`config.mk`:
```
export PLATFORM = sky130hd
export DESIGN_NAME = elevator_request_queue
export DESIGN_NICKNAME = d
export VERILOG_FILES = /design/src/rtl/elevator_request_queue.sv
export SDC_FILE = /design/constraint.sdc
export NUM_CORES = 1
export LEC_CHECK = 0
export CAP_MARGIN = 15
export CORE_AREA = 10 10 74 70
export CTS_CLUSTER_DIAMETER = 60
export DETAILED_ROUTE_END_ITERATION = 10
export DIE_AREA = 0 0 84 80
export PLACE_DENSITY_LB_ADDON = 0.2
export SETUP_SLACK_MARGIN = 0.15
export SKIP_CTS_REPAIR_TIMING = 1
export SLEW_MARGIN = 20
export SYNTH_ARGS = -nofsm -noshare
export SYNTH_HDL_FRONTEND = slang
export SYNTH_SLANG_ARGS = --single-unit
```
`constraint.sdc`:
```
create_clock -name clk -period 3.35 [get_ports clk]
set_input_delay 0.8375 -clock clk [delete_from_list [all_inputs] [get_ports clk]]
set_output_delay 0.8375 -clock clk [all_outputs]
set_load 0.02 [all_outputs]
```
`src/rtl/elevator_request_queue.sv`:
```
// elevator_request_queue: car-call request queue for one elevator car.
// Latency: a request sets queue_status one cycle after it is sampled; target/direction follow one cycle later.
// Backpressure: none. Requests are always accepted; repeats are no-ops, or cancel the call when ELEVATOR_QUEUE_CANCEL_EN is defined.
//
// Ports:
//   clk, reset          - clock and asynchronous active-high reset
//   request_valid       - requested_floor carries a new car call this cycle
//   requested_floor[2:0]- floor index of the car call
//   current_floor[2:0]  - floor the car is at or passing
//   arrived             - one-cycle pulse: car stopped at current_floor
//   queue_status[7:0]   - registered pending map (bit n = floor n pending)
//   target_floor[2:0]   - registered next destination
//   target_valid        - registered, target_floor is meaningful
//   direction[1:0]      - registered FSM state: 00 IDLE, 01 UP, 10 DOWN
//
// Optional feature: `define ELEVATOR_QUEUE_CANCEL_EN to let a second press
// of a lit button cancel that call.

module elevator_request_queue (
  input  logic       clk,
  input  logic       reset,
  input  logic       request_valid,
  input  logic [2:0] requested_floor,
  input  logic [2:0] current_floor,
  input  logic       arrived,
  output logic [7:0] queue_status,
  output logic [2:0] target_floor,
  output logic       target_valid,
  output logic [1:0] direction
);

  typedef enum logic [1:0] {
    ST_IDLE = 2'b00,
    ST_UP   = 2'b01,
    ST_DOWN = 2'b10
  } dir_t;

  dir_t state;
  dir_t state_nxt;

  logic [7:0] pending_nxt;
  logic       here;
  logic       above;
  logic       below;
  logic [2:0] lowest_up;     // lowest pending floor >= current_floor
  logic [2:0] highest_down;  // highest pending floor <= current_floor
  logic [2:0] target_nxt;

  // Pending map update. Arrival clear always wins over a same-cycle set,
  // so a call for the floor the car is standing at is dropped as serviced.
  always_comb begin
    pending_nxt = queue_status;
    for (int i = 0; i < 8; i++) begin
      if (arrived && current_floor == 3'(i)) begin
        pending_nxt[i] = 1'b0;
      end else if (request_valid && requested_floor == 3'(i)) begin
`ifdef ELEVATOR_QUEUE_CANCEL_EN
        pending_nxt[i] = ~queue_status[i];
`else
        pending_nxt[i] = 1'b1;
`endif
      end
    end
  end

  // Position of the pending calls relative to the car, plus the nearest
  // call in each sweep direction (the car's own floor counts for both).
  always_comb begin
    here         = queue_status[current_floor];
    above        = 1'b0;
    below        = 1'b0;
    lowest_up    = current_floor;
    highest_down = current_floor;
    for (int i = 7; i >= 0; i--) begin
      if (queue_status[i] && 3'(i) >= current_floor) lowest_up = 3'(i);
    end
    for (int i = 0; i < 8; i++) begin
      if (queue_status[i] && 3'(i) <= current_floor) highest_down = 3'(i);
      if (queue_status[i] && 3'(i) > current_floor)  above = 1'b1;
      if (queue_status[i] && 3'(i) < current_floor)  below = 1'b1;
    end
  end

  // Direction decision. IDLE prefers UP when calls exist on both sides;
  // a moving car keeps its direction while calls remain ahead or here.
  always_comb begin
    state_nxt = ST_IDLE;
    case (state)
      ST_IDLE: begin
        if (here)       state_nxt = ST_IDLE;
        else if (above) state_nxt = ST_UP;
        else if (below) state_nxt = ST_DOWN;
        else            state_nxt = ST_IDLE;
      end
      ST_UP: begin
        if (here || above) state_nxt = ST_UP;
        else if (below)    state_nxt = ST_DOWN;
        else               state_nxt = ST_IDLE;
      end
      ST_DOWN: begin
        if (here || below) state_nxt = ST_DOWN;
        else if (above)    state_nxt = ST_UP;
        else               state_nxt = ST_IDLE;
      end
      default: state_nxt = ST_IDLE;
    endcase
  end

  always_comb begin
    target_nxt = target_floor;
    case (state_nxt)
      ST_UP:   target_nxt = lowest_up;
      ST_DOWN: target_nxt = highest_down;
      default: if (here) target_nxt = current_floor;
    endcase
  end

  always_ff @(posedge clk or posedge reset) begin
    if (reset) begin
      queue_status <= 8'h00;
    end else begin
      queue_status <= pending_nxt;
    end
  end

  // Every non-empty map yields a target in some direction, so validity is
  // simply "anything pending"; with nothing pending the target holds.
  always_ff @(posedge clk or posedge reset) begin
    if (reset) begin
      state        <= ST_IDLE;
      target_floor <= 3'd0;
      target_valid <= 1'b0;
    end else begin
      state        <= state_nxt;
      target_valid <= |queue_status;
      if (|queue_status) target_floor <= target_nxt;
    end
  end

  assign direction = state;

endmodule
```
Word-level counts from Yosys, hierarchy flattened
Index checks and enable logic that the tools add are counted.
- $add $sub $neg: 0
- $mul: 0
- div/mod/pow operators: 0
- magnitude comparators: 33
- eq/ne operators: 18
- shift operators: 0
- muxes and demuxes: 59
- bitwise gates (word level): 0
- reduce and logical (&&, ||, !) cells: 64
- operators with widths (kind ; number):
    $mux 3 ; 17
    $logic_and 1x1->1 ; 48
    $mux 1 ; 34
    $eq 3x3->1 const B ; 8
    $reduce_bool 2->1 ; 8
    $eq 3x2->1 const B ; 4
    $ge 3x3->1 const A ; 4
    $gt 3x3->1 const A ; 4
    $le 3x3->1 const A ; 4
    $lt 3x3->1 const A ; 4
    $mux 2 ; 5
    $reduce_or 8->1 ; 1
    $eq 3x1->1 const B ; 2
    $ge 1x3->1 const A ; 2
    $ge 2x3->1 const A ; 2
    $gt 1x3->1 const A ; 2
    $gt 2x3->1 const A ; 2
    $le 1x3->1 const A ; 2
    $le 2x3->1 const A ; 2
    $logic_not 3->1 ; 2
    $lt 1x3->1 const A ; 2
    $lt 2x3->1 const A ; 2
    $pmux 2 s3 ; 1
    $pmux 3 s2 ; 1
    other kinds (8) ; 11
- register bits: 14
- latch bits: 0
- bits in writable memories: 0
- bits in read-only memories: 0
- input bits: 10
- output and inout bits: 14
- word-level logic and storage cells: 185
- memories: 0

Logic depth before layout (Yosys ltp)
Gate-level depths: netlist of the first run.
- word-level depth: 17
- depth in mapped cells: 12
- mapped depth without buffers: 11

Least setup slack after synthesis of the first run
Ideal clock, no wire load.
- path kind: input port to flip-flop
- start: input port current_floor[1]
- end: register target_floor[0]
- library setup time: 0.125 ns
- arrival time: 2.809 ns
- required time: 3.225 ns
- setup slack: 0.416 ns
- stages on the path: 10
- buffers on the path: 1
- cell sequence: buf_6 > nor2_2 > nand2_1 > o22ai_2 > nand2_2 > nand4b_2 > o32a_1 > ha_1 > o31ai_4 > mux2_2
- cells in the longest elaborated chain, start to end: 17
- elaborated cells on any way between the ends: 112
- classes of those cells: order compare: 32; eq/ne: 2; mux: 42; reduce/logical: 36
- ends and longest elaborated chain (element ; RTL line ; text):
    start: declaration ; 24 ; input logic [2:0] current_floor,
    $lt 1x3->1 ; 80 ; if (queue_status[i] && 3'(i) < current_floor) below = 1'b1;
    $logic_and 1x1->1 ; 80 ;
    $mux 1 (8 in series) ; 80 ;
    $mux 2 ; 92, 97 ;
    $mux 2 ; 91 ; else if (above) state_nxt = ST_UP;
    $mux 2 ; 90 ; if (here) state_nxt = ST_IDLE;
    $pmux 2 s3 ; 88 ; case (state)
    $eq 2x2->1 or $eq 2x1->1 (tied branches) ; 111 ; case (state_nxt)
    $reduce_bool 3->1 (no source line) ; n/a ;
    $reduce_and 2->1 (no source line) ; n/a ;
    end signal: assignment ; 136 ; if (|queue_status) target_floor <= target_nxt;
    end: declaration ; 27 ; output logic [2:0] target_floor,
Parallel ways exist; a longest one is shown, timed or not. The select of a mux whose other input is x is not followed.
A chain may end at the register's enable or synchronous reset.

Worst setup path after layout of the first run
- start: input port current_floor[2]
- end: register target_floor[0]
- elaborated cells on any way between the ends: 112
- classes of those cells: order compare: 32; eq/ne: 2; mux: 42; reduce/logical: 36
- RTL lines (element ; RTL line ; text):
    $gt 1x3->1 or $lt 1x3->1 (tied branches) ; 79, 80 ;
    $logic_and 1x1->1 (on tied branches) ; 79, 80 ;
    $mux 1 (on tied branches) (8 in series) ; 79, 80 ;
    $mux 1, or another cell as far along ; 102 ; else if (above) state_nxt = ST_UP;
    $mux 2 (on tied branches) ; 101, 90, 96 ;
    $pmux 2 s3 * ; 88 ;
    via state_nxt[0] ; 39 ; dir_t state_nxt;
    $eq 2x2->1 or $eq 2x1->1 (tied branches) ; 111 ;
    $reduce_bool 3->1 (no source line) ; n/a ;
    $reduce_and 2->1 (no source line) ; n/a ;
Mark *: on every way through the listed nets, which the timed path passes. The rest lies on a longest branch. The select of a mux whose other input is x is not followed.

==> flow_metrics.env, run 1 <==
export IMPL_synthesis_nets=164
export IMPL_regToRegSetupSlack_ps=710
export IMPL_ff2ff_path_depth=11
export IMPL_critical_path_top_delay_family="compound AO/OA/AOI/OAI gates"
export IMPL_place_congestion=0.913
export IMPL_drt_total_wl_mm=4.36
export IMPL_cts_tree="yes"
export IMPL_rows=21
export IMPL_core_area_sq_um=3630
export IMPL_design_area_sq_um=1920
export IMPL_drv_cap=0
export IMPL_crit_arrival_ps=3100
export IMPL_drc_errors=0
export IMPL_whs_ps=517
export IMPL_synth_common_cells="a21oi_1 (20), nor2_1 (15), dfrtp_1 (14)"
export IMPL_maxSlewHeadroom_pct=60.8
export IMPL_cp_depth=13
export IMPL_clk_latency_ps=250
export IMPL_htreeDepth=1
export IMPL_yosysMostFrequentCell="a21oi_1"
export IMPL_avgRoutedWirePerCell_microns=17.3
export IMPL_synth_top_family_by_area="compound AO/OA/AOI/OAI gates"
export IMPL_syn_area_sq_um=1250
export IMPL_setup_worst_path_start="current_floor[2]"
export IMPL_io_pins=24
export IMPL_synthMuxAreaShare_pct=5.21
export IMPL_synth_compound_area_share_pct=37.6
export IMPL_hold_viol=0
export IMPL_worst_pin_slew_ps=588
export IMPL_routedLengthMet1_mm=2.12
export IMPL_path_buf_inv=4
export IMPL_cts_made_buffers=3
export IMPL_place_detailed_hpwl_mm=3.04
export IMPL_powerDensity_nw_per_um2=640
export IMPL_synth_warning_count=0
export IMPL_synthSimpleGateAreaFrac_pct=17.7
export IMPL_fill_cells=330
export IMPL_ys_ff_latch=14
export IMPL_synth_async_reset_ratio_pct=100
export IMPL_die_area_sq_um=6720
export IMPL_grt_overflow=0
export IMPL_clkTransAtPathRegs_ps=60
export IMPL_critPathRequiredTime_ps=3480
export IMPL_synthXorXnorAreaFrac_pct=0
export IMPL_r2r_end="target_floor[0]"
export IMPL_nNetsFinal=219
export IMPL_grt_usage_pct=11.4
export IMPL_critPathMaxStageDelay_ps=340
export IMPL_cts_root_buf="clkbuf_8"
export IMPL_endpoint_kind="flop"
export IMPL_tns_ps=0
export IMPL_crit_end="target_floor[0]"
export IMPL_avgSynthCellArea_sq_um=8.22
export IMPL_place_ws_ps=-239
export IMPL_fin_crit_sh_pct=88.7
export IMPL_ys_types=46
export IMPL_cp_cell_sequence="dlymetal6s2s_1 -> buf_4 -> nand2b_1 -> a21oi_2 -> o22ai_2 -> nand2_2 -> buf_4 -> mux2i_4 -> o32ai_4 -> ha_4 -> buf_4 -> o31ai_4 -> mux2_4"
export IMPL_setup_viol=0
export IMPL_synth_top_area_cell="dfrtp_1"
export IMPL_antenna_left=0
export IMPL_regArea_sq_um=350
export IMPL_finish_utilization_pct=53.1
export IMPL_crit_type="input port to flop"
export IMPL_cp_max_fo=5
export IMPL_hold_class="flop to flop"
export IMPL_first_pass_iters=5
export IMPL_area_growth_pct=54.0
export IMPL_die_y_microns=80
export IMPL_route_met3_wl_microns=229
export IMPL_clock_path_buffers=2
export IMPL_n_antenna_cell=0
export IMPL_synthCells=152
export IMPL_fin_ws_ps=379
export IMPL_clock_sinks=14
export IMPL_cp_slowest_cell="mux2_4"
export IMPL_place_area_sq_um=1690
export IMPL_multi_input_area_sq_um=896
export IMPL_portBuffers=23
export IMPL_synth_top_cell_area_share_pct=28.0
export IMPL_place_inst=242
export IMPL_initial_core_util_pct=34.5
export IMPL_grt_max_degree=16
export IMPL_fmax_mhz=337
export IMPL_power_mw=1.23
export IMPL_drive_above_1_share_pct=34.0
export IMPL_drtIter0Drc=140
export IMPL_first_global_vias=1342
export IMPL_final_max_slew_viol_count=0
export IMPL_synth_edff_count=0
export IMPL_dr_wl_met2_mm=1.94
export IMPL_min_period_ps=2970
export IMPL_grt_pass1_wl_mm=6.52
export IMPL_routed_top_layer="met4"
export IMPL_vias=1432
export IMPL_vias_per_cell=5.68
export IMPL_yosysSeqAreaShare_pct=28.0
export IMPL_ir_worst_vdd_mv=0.379
export IMPL_outcome="finished, final reports clean"
export IMPL_synth_flop_cell="dfrtp_1"
export IMPL_die_width_microns=84
export IMPL_layout_cells_non_filler=252
export IMPL_antenna_found_initial=0
export IMPL_synthAdderAreaFrac_pct=2.00
export IMPL_start_kind="input port"
export IMPL_path_common_cell="buf_4"
export IMPL_rsz0062_at_grt="false"
export IMPL_p_leak_nw=0.818
export IMPL_synth_top_cells_by_area="dfrtp_1 (28%), a21oi_1 (8.0%), a31oi_1 (4.5%), buf_6 (4.5%), nor2_1 (4.5%)"
export IMPL_clock_skew_final_ps=0.814
export IMPL_r2r_start="queue_status[2]"
## flip-flops by register name (all words and copies together), names as in the netlist
signal / flops
target_valid: 1
target_floor: 3
direction: 2
queue_status: 8
## worst min path at each step
stage / start / endpoint / slack [ps] / cells past startpoint
after floorplan: target_floor[0] / target_floor[0] / 640 / 1
after global placement: target_floor[1] / target_floor[1] / 490 / 1
after detailed placement: target_floor[0] / target_floor[0] / 500 / 1
after CTS: target_floor[0] / target_floor[0] / 520 / 1
after global routing: target_floor[1] / target_floor[1] / 530 / 1
final: target_floor[1] / target_floor[1] / 520 / 1
## area by class of cell
type                       instances  area share (%)
sequential                        14            18.2
timing repair buffer              62            28.0
tap                               46            2.99
clock buffer                       4            2.86
multi-input combinational        119            46.6
inverter                           7            1.37
## power breakdown
part	leakage [nW]	switching (mW)	internal [mW]
combinational	0.625	0.341	0.414
sequential	0.165	0.0905	0.219
clock	0.0288	0.0641	0.104
total	0.818	0.495	0.737
## per-layer routing
metal / track usage, % / vias to the layer above
met5: 0 / -
met3: 1.94 / 6
met2: 17.9 / 67
met1: 15.4 / 678
met4: 3.51 / 0
li1: - / 681
## cells by family after synthesis
group / Yosys count
AOI/OAI and AO/OA: 67
adders and majority gates: 2
buffers and inverters: 19
DFF: 14
muxes: 6
and+or+nand+nor: 44
## cell usage in the layout (no fill, tap or decap), drive strengths merged, types with 2 or more instances in the layout
master	instances
nand2	11
o22ai	3
o21a	2
dfrtp	14
inv	7
nor3	2
clkbuf	4
nor2	16
o211ai	2
nand2b	2
a21oi	21
mux2i	2
a211oi	3
nand3	3
ha	2
clkdlybuf4s50	20
a32oi	2
buf	39
nor2b	6
dlymetal6s2s	3
mux2	4
o21ai	9
a41oi	4
a31oi	9
No activity file was read; power rests on OpenSTA's default activity.
==> run 2: changes to the inputs <==
- PLACE_DENSITY_LB_ADDON: 0.2 -> 0.15
==> flow_metrics.env, run 2 (synthesis results as in run 1) <==
export IMPL_hold_viol=0
export IMPL_path_buf_inv=3
export IMPL_cp_cell_sequence="dlymetal6s2s_1 -> buf_4 -> inv_2 -> a21oi_1 -> o21ai_1 -> a22o_2 -> nor3_2 -> o21ai_0 -> ha_4 -> o21ai_1 -> o2bb2ai_1 -> mux2_2 -> mux2_2"
export IMPL_p_leak_nw=0.750
export IMPL_die_y_microns=80
export IMPL_critPathMaxStageDelay_ps=310
export IMPL_critPathRequiredTime_ps=3470
export IMPL_final_common_cell="buf_4"
export IMPL_drtIter0Drc=132
export IMPL_dr_wl_met2_mm=2.05
export IMPL_place_detailed_hpwl_mm=3.27
export IMPL_die_area_sq_um=6720
export IMPL_fin_crit_sh_pct=90.9
export IMPL_n_antenna_cell=0
export IMPL_grt_pass1_wl_mm=7.02
export IMPL_crit_type="input port to flop"
export IMPL_fmax_mhz=329
export IMPL_design_area_sq_um=1830
export IMPL_layout_cells_non_filler=241
export IMPL_maxSlewHeadroom_pct=64.0
export IMPL_antenna_found_initial=0
export IMPL_rsz0062_at_grt="false"
export IMPL_worst_pin_slew_ps=540
export IMPL_fin_ws_ps=306
export IMPL_clock_skew_final_ps=4.89
export IMPL_cts_tree="yes"
export IMPL_clock_sinks=14
export IMPL_min_path_cells=1
export IMPL_final_cell_mix="buf_4 (26), clkdlybuf4s50_1 (20), a21oi_1 (19)"
export IMPL_route_met3_wl_microns=272
export IMPL_drt_total_wl_mm=4.15
export IMPL_ir_worst_vdd_mv=0.302
export IMPL_first_global_vias=1459
export IMPL_cp_max_fo=8
export IMPL_ff2ff_path_depth=10
export IMPL_htreeDepth=1
export IMPL_finish_utilization_pct=50.5
export IMPL_endpoint_kind="flop"
export IMPL_rows=21
export IMPL_first_pass_iters=4
export IMPL_avgRoutedWirePerCell_microns=17.2
export IMPL_start_kind="input port"
export IMPL_grt_overflow=0
export IMPL_portBuffers=23
export IMPL_clock_path_buffers=2
export IMPL_nNetsFinal=208
export IMPL_critical_path_top_delay_family="compound AO/OA/AOI/OAI gates"
export IMPL_place_congestion=0.979
export IMPL_initial_core_util_pct=34.5
export IMPL_die_width_microns=84
export IMPL_area_growth_pct=46.4
export IMPL_drc_errors=0
export IMPL_place_inst=237
export IMPL_antenna_left=0
export IMPL_cts_root_buf="clkbuf_8"
export IMPL_powerDensity_nw_per_um2=647
export IMPL_min_period_ps=3040
export IMPL_cp_depth=13
export IMPL_drv_cap=0
export IMPL_routedLengthMet1_mm=1.81
export IMPL_routed_top_layer="met4"
export IMPL_grt_usage_pct=12.3
export IMPL_core_area_sq_um=3630
export IMPL_final_max_slew_viol_count=0
export IMPL_clkTransAtPathRegs_ps=60
export IMPL_hold_class="flop to flop"
export IMPL_clk_latency_ps=240
export IMPL_cts_made_buffers=3
export IMPL_setup_viol=0
export IMPL_drive_above_1_share_pct=31.8
export IMPL_largest_reg_flops=8
export IMPL_place_ws_ps=-361
export IMPL_cp_slowest_cell="a22o_2"
export IMPL_io_pins=24
export IMPL_crit_arrival_ps=3170
export IMPL_grt_max_degree=17
export IMPL_largest_register="queue_status"
export IMPL_vias_per_cell=5.75
export IMPL_vias=1386
export IMPL_outcome="finished, final reports clean"
export IMPL_place_area_sq_um=1660
## run 2: cell types whose count changed in the layout (fill, tap and decap cells not counted), sizes merged
cell,previous run,this run
buf,39,28
## run 2: area by class of cell
cell class,instances,area [sq um]
multi-input cells,119,886
flip-flops and latches,14,350
clock buffers,4,55.1
inverters,7,26.3
repair buffers,51,455
fillers,334,1800
well taps,46,57.6
## run 2: through the flow
step,TNS [ps],total power [mW],hold WS (ps)
5_1_grt,0,1.26,544
3_3_place_gp,-720,0.937,494
6_report,0,1.18,512
3_5_place_dp,-1060,0.942,498
4_1_cts,-307,1.11,511
2_1_floorplan,0,0.673,635
## run 2: routing by layer
layer,up-vias,GRT usage (%)
met1,686,14.6
met4,0,3.51
li1,655,-
met5,-,0
met3,2,2.65
met2,43,21.9
## run 2: worst paths after layout
path / from / end / slack [ps]
setup reg to reg: queue_status[5] / target_floor[2] / 690
hold / removal: target_floor[1] / target_floor[1] / 510
setup / recovery: current_floor[2] / target_floor[2] / 310
max in group asynchronous: reset / direction[1] / 2060
min in group asynchronous: reset / queue_status[2] / 930
hold reg to reg: target_floor[1] / target_floor[1] / 510
## run 2: power breakdown
part           switching (mW)  leakage, nW  internal [mW]  total, mW
Clock                  0.0600       0.0288          0.104      0.164
Sequential             0.0815        0.165          0.219      0.300
Combinational           0.335        0.557          0.385      0.720
==> run 3: changes to the inputs <==
- DONT_BUFFER_PORTS: unset -> 1
==> flow_metrics.env, run 3 (synthesis results as in run 1) <==
export IMPL_vias=1188
export IMPL_clock_path_buffers=2
export IMPL_drive_above_1_share_pct=16.9
export IMPL_drt_total_wl_mm=3.79
export IMPL_place_detailed_hpwl_mm=2.83
export IMPL_clock_skew_final_ps=5.10
export IMPL_powerDensity_nw_per_um2=712
export IMPL_crit_type="input port to flop"
export IMPL_die_y_microns=80
export IMPL_io_pins=24
export IMPL_grt_overflow=0
export IMPL_antenna_left=0
export IMPL_cts_tree="yes"
export IMPL_clock_sinks=14
export IMPL_crit_arrival_ps=3040
export IMPL_clkTransAtPathRegs_ps=60
export IMPL_final_max_slew_viol_count=0
export IMPL_largest_reg_flops=8
export IMPL_fin_crit_sh_pct=85.1
export IMPL_first_pass_iters=4
export IMPL_n_antenna_cell=0
export IMPL_endpoint_kind="flop"
export IMPL_drc_errors=0
export IMPL_tns_ps=0
export IMPL_grt_max_degree=33
export IMPL_grt_usage_pct=11.6
export IMPL_maxSlewHeadroom_pct=62.1
export IMPL_min_period_ps=2850
export IMPL_ir_worst_vdd_mv=0.395
export IMPL_place_congestion=0.924
export IMPL_finish_utilization_pct=35.9
export IMPL_htreeDepth=1
export IMPL_setup_viol=0
export IMPL_die_area_sq_um=6720
export IMPL_nNetsFinal=161
export IMPL_first_global_vias=1224
export IMPL_final_cell_mix="a21oi_1 (20), nor2_1 (15), dfrtp_1 (14)"
export IMPL_area_growth_pct=4.10
export IMPL_antenna_found_initial=0
export IMPL_worst_pin_slew_ps=568
export IMPL_vias_per_cell=6.12
export IMPL_fmax_mhz=351
export IMPL_p_leak_nw=0.497
export IMPL_fill_cells=385
export IMPL_drtIter0Drc=173
export IMPL_rsz0062_at_grt="false"
export IMPL_cts_root_buf="clkbuf_8"
export IMPL_portBuffers=0
export IMPL_clk_latency_ps=250
export IMPL_cts_made_buffers=3
export IMPL_final_common_cell="a21oi_1"
export IMPL_hold_class="input port to asynchronous set/reset pin"
export IMPL_initial_core_util_pct=34.5
export IMPL_hold_viol=0
export IMPL_avgRoutedWirePerCell_microns=19.5
export IMPL_grt_pass1_wl_mm=6.47
export IMPL_core_area_sq_um=3630
export IMPL_start_kind="input port"
export IMPL_largest_register="queue_status"
export IMPL_rows=21
export IMPL_die_width_microns=84
export IMPL_outcome="finished, final reports clean"
export IMPL_drv_cap=0
export IMPL_cp_max_fo=32
export IMPL_critPathRequiredTime_ps=3540
[run 3: cell types whose count changed in the layout (fill, tap and decap cells not counted), moves of 2 or more]
| cell | previous run | this run |
|---|---|---|
| clkdlybuf4s50_1 | 20 | 0 |
| nor2_1 | 13 | 15 |
| dlymetal6s2s_1 | 3 | 0 |
| o21ai_1 | 6 | 8 |
| ha_4 | 2 | 0 |
| o21ai_2 | 2 | 0 |
| buf_6 | 2 | 0 |
| buf_4 | 26 | 4 |
| ha_1 | 0 | 2 |
[run 3: report_power, final]
group	internal (mW)	leakage (nW)	switching, mW
clock network	0.104	0.0288	0.0642
registers	0.218	0.165	0.117
logic	0.203	0.304	0.220
total	0.526	0.497	0.401
[run 3: final cells by class]
class                      count  area, sq um  share of cell area [%]
inverter                       7         26.3                    2.02
multi-input combinational    119          782                    60.1
sequential                    14          350                    26.9
clock buffer                   4         55.1                    4.23
tap                           46         57.6                    4.42
timing repair buffer           4         30.0                    2.31
[run 3: metrics by stage]
| step | hold slack, ps | instances | setup WS, ps | cell area [sq um] | total power [mW] |
|---|---|---|---|---|---|
| after floorplan | 635 | 152 | 416 | 1250 | 0.673 |
| after global placement | 670 | 190 | 290 | 1250 | 0.765 |
| after detailed placement | 676 | 190 | 233 | 1250 | 0.764 |
| after CTS | 534 | 194 | 480 | 1300 | 0.934 |
| after global routing | 558 | 194 | 291 | 1300 | 0.997 |
| final | 512 | 194 | 499 | 1300 | 0.926 |
[run 3: worst paths after layout]
check                                      start         endpoint  slack, ps  cells after the start
worst max-delay path            current_floor[2]  target_floor[1]        500                     11
worst min-delay path                       reset  queue_status[3]        510                      1
worst max register to register   queue_status[7]  target_floor[1]        550                     11
worst min register to register   target_floor[1]  target_floor[1]        680                      1
max in group asynchronous                  reset     direction[0]       2480                      1
min in group clk                 target_floor[1]  target_floor[1]        680                      1
[run 3: worst max-delay path: stages]
cell	delay (ps)
mux2i_1	200
nor2_1	80
o22ai_2	180
nand2_2	120
nand4b_2	250
o32ai_1	350
ha_1	330
o21ai_1	140
o21bai_2	210
a32oi_1	170
mux2_2	170
[run 3: routing by layer]
layer	vias up	wire [microns]	GRT usage (%)
met4	0	65	5.85
met5	-	0	0
li1	563	-	-
met2	53	1770	17.7
met3	6	323	3.57
met1	566	1630	14.4
==> edit 1 (config.mk and constraints of run 3) <==
Add a define of `ELEVATOR_QUEUE_CANCEL_EN`.
--- a/src/rtl/elevator_request_queue.sv
+++ b/src/rtl/elevator_request_queue.sv
@@ -15,6 +15,8 @@
 //
 // Optional feature: `define ELEVATOR_QUEUE_CANCEL_EN to let a second press
 // of a lit button cancel that call.
+
+`define ELEVATOR_QUEUE_CANCEL_EN
 
 module elevator_request_queue (
   input  logic       clk,
Check against the original RTL: not equivalent (Yosys sat finds a counterexample within 4 cycles, from zero or initial values and one cycle with reset high).
==> edit 1 against run 3 <==
Synthesized area grew 9.1%; sequential cell count is the same; wire length grew 4.1%; highest routed layer unchanged; total power grew 46%; worst hold slack gained 0.0045 ns; first-iteration DRC count grew 11%; global-route usage grew 0.12 points; fmax shrank 2.4%; setup slack lost 0.071 ns; clock power shrank 3%; design area grew 9.9%; non-clock buffer count grew 1.
==> edit 1: results (changes against run 3) <==
* Syn nets at 177 (+7.9%)
* LEAKAGE at 0.000554 µW (+11%)
* Critical R2R Launch: queue_status[1]
* Reg with most FFs: queue_status
* Share of cells above drive strength 1 at 0.139 (-0.0297)
* PortBufs at 0 (unchanged)
* DR vias/cell at 6.34 (+3.6%)
* Crit-path max FO at 9 (-72%)
* Synth Warn # at 0 (unchanged)
* Hpwl dp at 2970 µm (+5.3%)
* Bufs on Longest Clock Path at 2 (unchanged)
* # nets final at 171 (+6.2%)
* Async set-reset flop share out of synthesis at 1.00 (unchanged)
* Clock transition at the registers of the reported paths at 0.06 ns (about the same)
* Global-route wire length before repair at 6520 µm (+0.85%)
* TritonRoute pass-1 iters at 4 (unchanged)
* DP Cell Count at 200 (+5.3%)
* Max FFs per register at 8 (unchanged)
* Largest net degree at the start of global routing at 37 (+12%)
* Initial antenna violation count at 0 (unchanged)
* Fill cells at 374 (-2.9%)
* Clock skew at 0.00277 ns (-0.00234 ns)
* EDFF count, synth at 0 (unchanged)
* Crit path kind: flop to flop
* Synth top cells by count: 14 x dfrtp_1, 13 x buf_2, 9 x nand2_1, 9 x nor2_1, 8 x a21oi_1
* Sequential fraction of the synthesis area at 0.257 (-0.0234)
* Via count at 1294 (+8.9%)
* Root Buffer: clkbuf_8
* Routed len/inst at 19.3 µm (-1.0%)
* Worst slew pin tran at 0.539 ns (-0.0294 ns)
* Vias in the first global route at 1224 (unchanged)
* Post-Syn Area per Cell at 8.27 µm² (+0.51%)
* Routability Congestion at 0.901 (-2.4%)
* Unique cell type count in the Yosys netlist at 55 (+20%)
* Peak supply drop at 0.000331 V (-16%)
* Htree depth at 1 (unchanged)
* Num CTS Buffers at 3 (unchanged)
* Critical Path AT at 3.06 ns (+0.02 ns)
* Clock latency on the worst-skew pair at 0.25 ns (about the same)
* Total track usage at 0.117 (+0.00119)
* HP Class: input pin to async pin
* Post-placement worst setup slack at 0.231 ns (-0.00234 ns)
* Top cells by area, synth: dfrtp_1 26%, buf_2 4.8%, xnor2_1 3.2%, a21oi_1 2.9%, o21ai_0 2.6%
* Number of antenna diodes at 0 (unchanged)
* Outcome: completed
* Detailed Route Iter0 Violations at 192 (+11%)
## edit 1: cell types whose count changed after synthesis, sizes merged, moves of 4 or more
cell / before / now
a31oi: 9 / 4
nor3: 2 / 6
a21oi: 21 / 8
xnor2: 0 / 5
nor2: 16 / 9
## edit 1: final cells by class
class	count	area (µm²)	area share
inverter	9	33.8	0.0236
tap	46	57.6	0.0402
sequential	14	350	0.245
timing repair buffer	5	37.5	0.0262
clock buffer	4	55.1	0.0385
multi-input combinational	126	896	0.626
## edit 1: kinds of logic after synthesis
family | Yosys count | share of synthesized area
AO/OA/AOI/OAI | 57 | 0.321
AND/OR/NAND/NOR | 54 | 0.225
buffers and inverters | 25 | 0.0862
flip-flops | 14 | 0.257
XOR/XNOR | 7 | 0.0450
multiplexers | 5 | 0.0394
adder cells (fa/ha/maj) | 3 | 0.0266
## edit 1: through the flow
step | util | hold slack, ns | area, µm²
after CTS | 0.394 | 0.537 | 1430
after floorplan | - | 0.626 | 1360
after global placement | 0.379 | 0.671 | 1380
after global routing | 0.394 | 0.556 | 1430
after detailed placement | 0.379 | 0.673 | 1380
final | 0.394 | 0.516 | 1430
## edit 1: metal layers
metal	global-route usage	routed length (µm)	share of wire
met1	0.148	1630	0.41
met4	0.0652	136	0.035
met5	0	0	0
met3	0.0398	396	0.10
met2	0.171	1780	0.45
## edit 1: final timing paths
check	end	slack, ns	depth (start not counted)
setup / recovery	target_floor[1]	0.43	10
hold / removal	target_floor[1]	0.52	1
setup reg to reg	target_floor[1]	0.43	10
hold reg to reg	target_floor[0]	0.68	1
max in group asynchronous	queue_status[4]	2.48	1
min in group clk	target_floor[0]	0.68	1
## edit 1: where the power goes
group	switching [µW]	leakage (µW)	internal, µW
combinational	410	0.000355	356
sequential	183	0.000170	243
clock	59.2	0.0000288	104
total	652	0.000554	704
## edit 1: worst max-delay path, cell delays in order, from the launching register on
cell and delay, ns:
dfrtp_1 0.54, or3_1 0.43, a21oi_1 0.15, o221a_2 0.20, nand2_1 0.09, o32ai_1 0.34
ha_1 0.35, inv_1 0.09, o21ai_0 0.09, a211o_1 0.31, a22o_1 0.21
==> edit 2 (config.mk and constraints of run 3) <==
Made on the original files. Add an input register stage for `request_valid`, `requested_floor`, `current_floor` and `arrived`, with the module's reset; this delays them by one clock. Comments in the files are not updated.
--- a/src/rtl/elevator_request_queue.sv
+++ b/src/rtl/elevator_request_queue.sv
@@ -35,6 +35,25 @@
     ST_DOWN = 2'b10
   } dir_t;
 
+  logic request_valid_q;
+  logic [2:0] requested_floor_q;
+  logic [2:0] current_floor_q;
+  logic arrived_q;
+
+  always_ff @(posedge clk or posedge reset) begin
+    if (reset) begin
+      request_valid_q   <= '0;
+      requested_floor_q <= '0;
+      current_floor_q   <= '0;
+      arrived_q         <= '0;
+    end else begin
+      request_valid_q   <= request_valid;
+      requested_floor_q <= requested_floor;
+      current_floor_q   <= current_floor;
+      arrived_q         <= arrived;
+    end
+  end
+
   dir_t state;
   dir_t state_nxt;
 
@@ -51,9 +70,9 @@
   always_comb begin
     pending_nxt = queue_status;
     for (int i = 0; i < 8; i++) begin
-      if (arrived && current_floor == 3'(i)) begin
+      if (arrived_q && current_floor_q == 3'(i)) begin
         pending_nxt[i] = 1'b0;
-      end else if (request_valid && requested_floor == 3'(i)) begin
+      end else if (request_valid_q && requested_floor_q == 3'(i)) begin
 `ifdef ELEVATOR_QUEUE_CANCEL_EN
         pending_nxt[i] = ~queue_status[i];
 `else
@@ -66,18 +85,18 @@
   // Position of the pending calls relative to the car, plus the nearest
   // call in each sweep direction (the car's own floor counts for both).
   always_comb begin
-    here         = queue_status[current_floor];
+    here         = queue_status[current_floor_q];
     above        = 1'b0;
     below        = 1'b0;
-    lowest_up    = current_floor;
-    highest_down = current_floor;
+    lowest_up    = current_floor_q;
+    highest_down = current_floor_q;
     for (int i = 7; i >= 0; i--) begin
-      if (queue_status[i] && 3'(i) >= current_floor) lowest_up = 3'(i);
+      if (queue_status[i] && 3'(i) >= current_floor_q) lowest_up = 3'(i);
     end
     for (int i = 0; i < 8; i++) begin
-      if (queue_status[i] && 3'(i) <= current_floor) highest_down = 3'(i);
-      if (queue_status[i] && 3'(i) > current_floor)  above = 1'b1;
-      if (queue_status[i] && 3'(i) < current_floor)  below = 1'b1;
+      if (queue_status[i] && 3'(i) <= current_floor_q) highest_down = 3'(i);
+      if (queue_status[i] && 3'(i) > current_floor_q)  above = 1'b1;
+      if (queue_status[i] && 3'(i) < current_floor_q)  below = 1'b1;
     end
   end
 
@@ -111,7 +130,7 @@
     case (state_nxt)
       ST_UP:   target_nxt = lowest_up;
       ST_DOWN: target_nxt = highest_down;
-      default: if (here) target_nxt = current_floor;
+      default: if (here) target_nxt = current_floor_q;
     endcase
   end
 
Formal check against the unedited RTL: not equivalent (Yosys sat finds a counterexample within 4 cycles, from zero or initial values and one cycle with reset high).
==> edit 2 against run 3 <==
Sequential cell count is 8 higher; setup slack worse by 0.23 ns; wire length rose by 12%; synthesized area up 16%; total power increased by 23%; fmax down 7.6%; die area did not move; design area rose by 26%; non-clock buffer count increased by 9; highest routed layer unchanged.
==> edit 2: results (changes against run 3) <==
* Outcome: completed
* Total track usage at 0.125 (+0.00927)
* Share of cells above drive strength 1 at 0.179 (+0.0101)
* Worst-case reg-to-reg path depth at 10 (-1)
* HP Class: input pin to flop
* Hpwl dp at 3190 µm (+13%)
* Routed length on met3 at 418 µm (+29%)
* Clock latency on the worst-skew pair at 0.27 ns (+0.02 ns)
* Hold EP: requested_floor_q[0]
* Global-route wire length before repair at 6910 µm (+6.9%)
* Root Buffer: clkbuf_8
* # nets final at 175 (+8.7%)
* CP startpoint: current_floor_q[1]
* Crit-path max FO at 16 (-50%)
* Syn nets at 170 (+3.7%)
* Register share of total power at 0.371 (+0.009)
* Met3 global-route usage at 0.0367 (+0.00102)
* Worst slew margin at 0.462 (-0.159)
* Peak supply drop at 0.000333 V (-16%)
* PortBufs at 0 (unchanged)
* Placed inst area at 1560 µm² (+25%)
* Critical Path AT at 3.24 ns (+0.20 ns)
* Hold Crit Depth at 0
* Hold slack final at 0.588 ns (+0.0767 ns)
* Routability Congestion at 0.957 (+3.6%)
* Clock skew at 0.00350 ns (-0.00160 ns)
* Grt met2 use at 0.196 (+0.0191)
* Detailed Route Iter0 Violations at 168 (-2.9%)
* LEAKAGE at 0.000680 µW (+37%)
* Synth top cells by count: 22 x dfrtp_1, 11 x a21oi_1, 11 x a31oi_1
* Via count at 1322 (+11%)
* R2R setup slack at 0.27 ns (-0.28 ns)
* Crit path capture: target_floor[2]
* Switching Share at 0.382 (-0.0504)
* Top cells by area, synth: dfrtp_1 38%, a31oi_1 4.7%, a21oi_1 3.8%, nor2b_1 3.4%, mux2_4 3.1%
* Met1 Wirelength at 1820 µm (+11%)
* Metal2 WL at 1900 µm (+7.5%)
* Clk pwr share at 0.220 (+0.038)
* Largest net degree at the start of global routing at 23 (-30%)
* Grt met1 use at 0.156 (+0.0118)
* Sequential fraction of the synthesis area at 0.378 (+0.0981)
* Initial antenna violation count at 1 (+1)
[edit 2: cell types whose count changed in the layout (fill, tap and decap cells not counted), sizes merged, moves of 2 or more]
cell and delta:
nor2b +2, a211oi -3, o31a +3, dfrtp +8
nor2 -10, nor3 +3, a21oi -10, buf +9
a21boi +2, o22ai -3, o221ai +4, nand4 +2
a31oi +2, nand2 -6
[edit 2: worst max-delay path, stage by stage, from the launching register on]
cell,delay (ns)
dfrtp_1,0.48
buf_4,0.25
mux2i_1,0.27
o32ai_1,0.13
or2_4,0.29
nor2b_1,0.15
o31ai_1,0.30
ha_1,0.34
o21bai_1,0.19
o31a_1,0.30
mux2_4,0.26
[edit 2: cell type report]
cell class	count	area (µm²)
Clock inverter	1	30.0
Inverter	8	30.0
Clock buffer	3	41.3
Sequential cell	22	551
Tap cell	46	57.6
Multi-Input combinational cell	115	817
Antenna cell	1	2.50
Fill cell	344	1990
Timing Repair Buffer	13	110
[edit 2: metrics by stage]
| step | utilization | setup slack (ns) | power (µW) | cells |
|---|---|---|---|---|
| global route | 0.451 | 0.160 | 1210 | 208 |
| floorplan | - | 0.494 | 760 | 158 |
| detailed placement | 0.431 | 0.334 | 887 | 204 |
| global placement | 0.431 | 0.365 | 892 | 204 |
| CTS | 0.451 | 0.303 | 1140 | 208 |
| finish | 0.452 | 0.266 | 1140 | 209 |
[edit 2: cell families (layout without fill, tap and decap cells)]
family                     count (synthesis)  after routing  synth area share
muxes                                      7              7            0.0593
DFF                                       22             22             0.378
other                                      0              1                 0
adders and majority gates                  2              2            0.0172
AOI/OAI and AO/OA                         66             66             0.333
buffers and inverters                     21             25            0.0619
and+or+nand+nor                           40             40             0.150
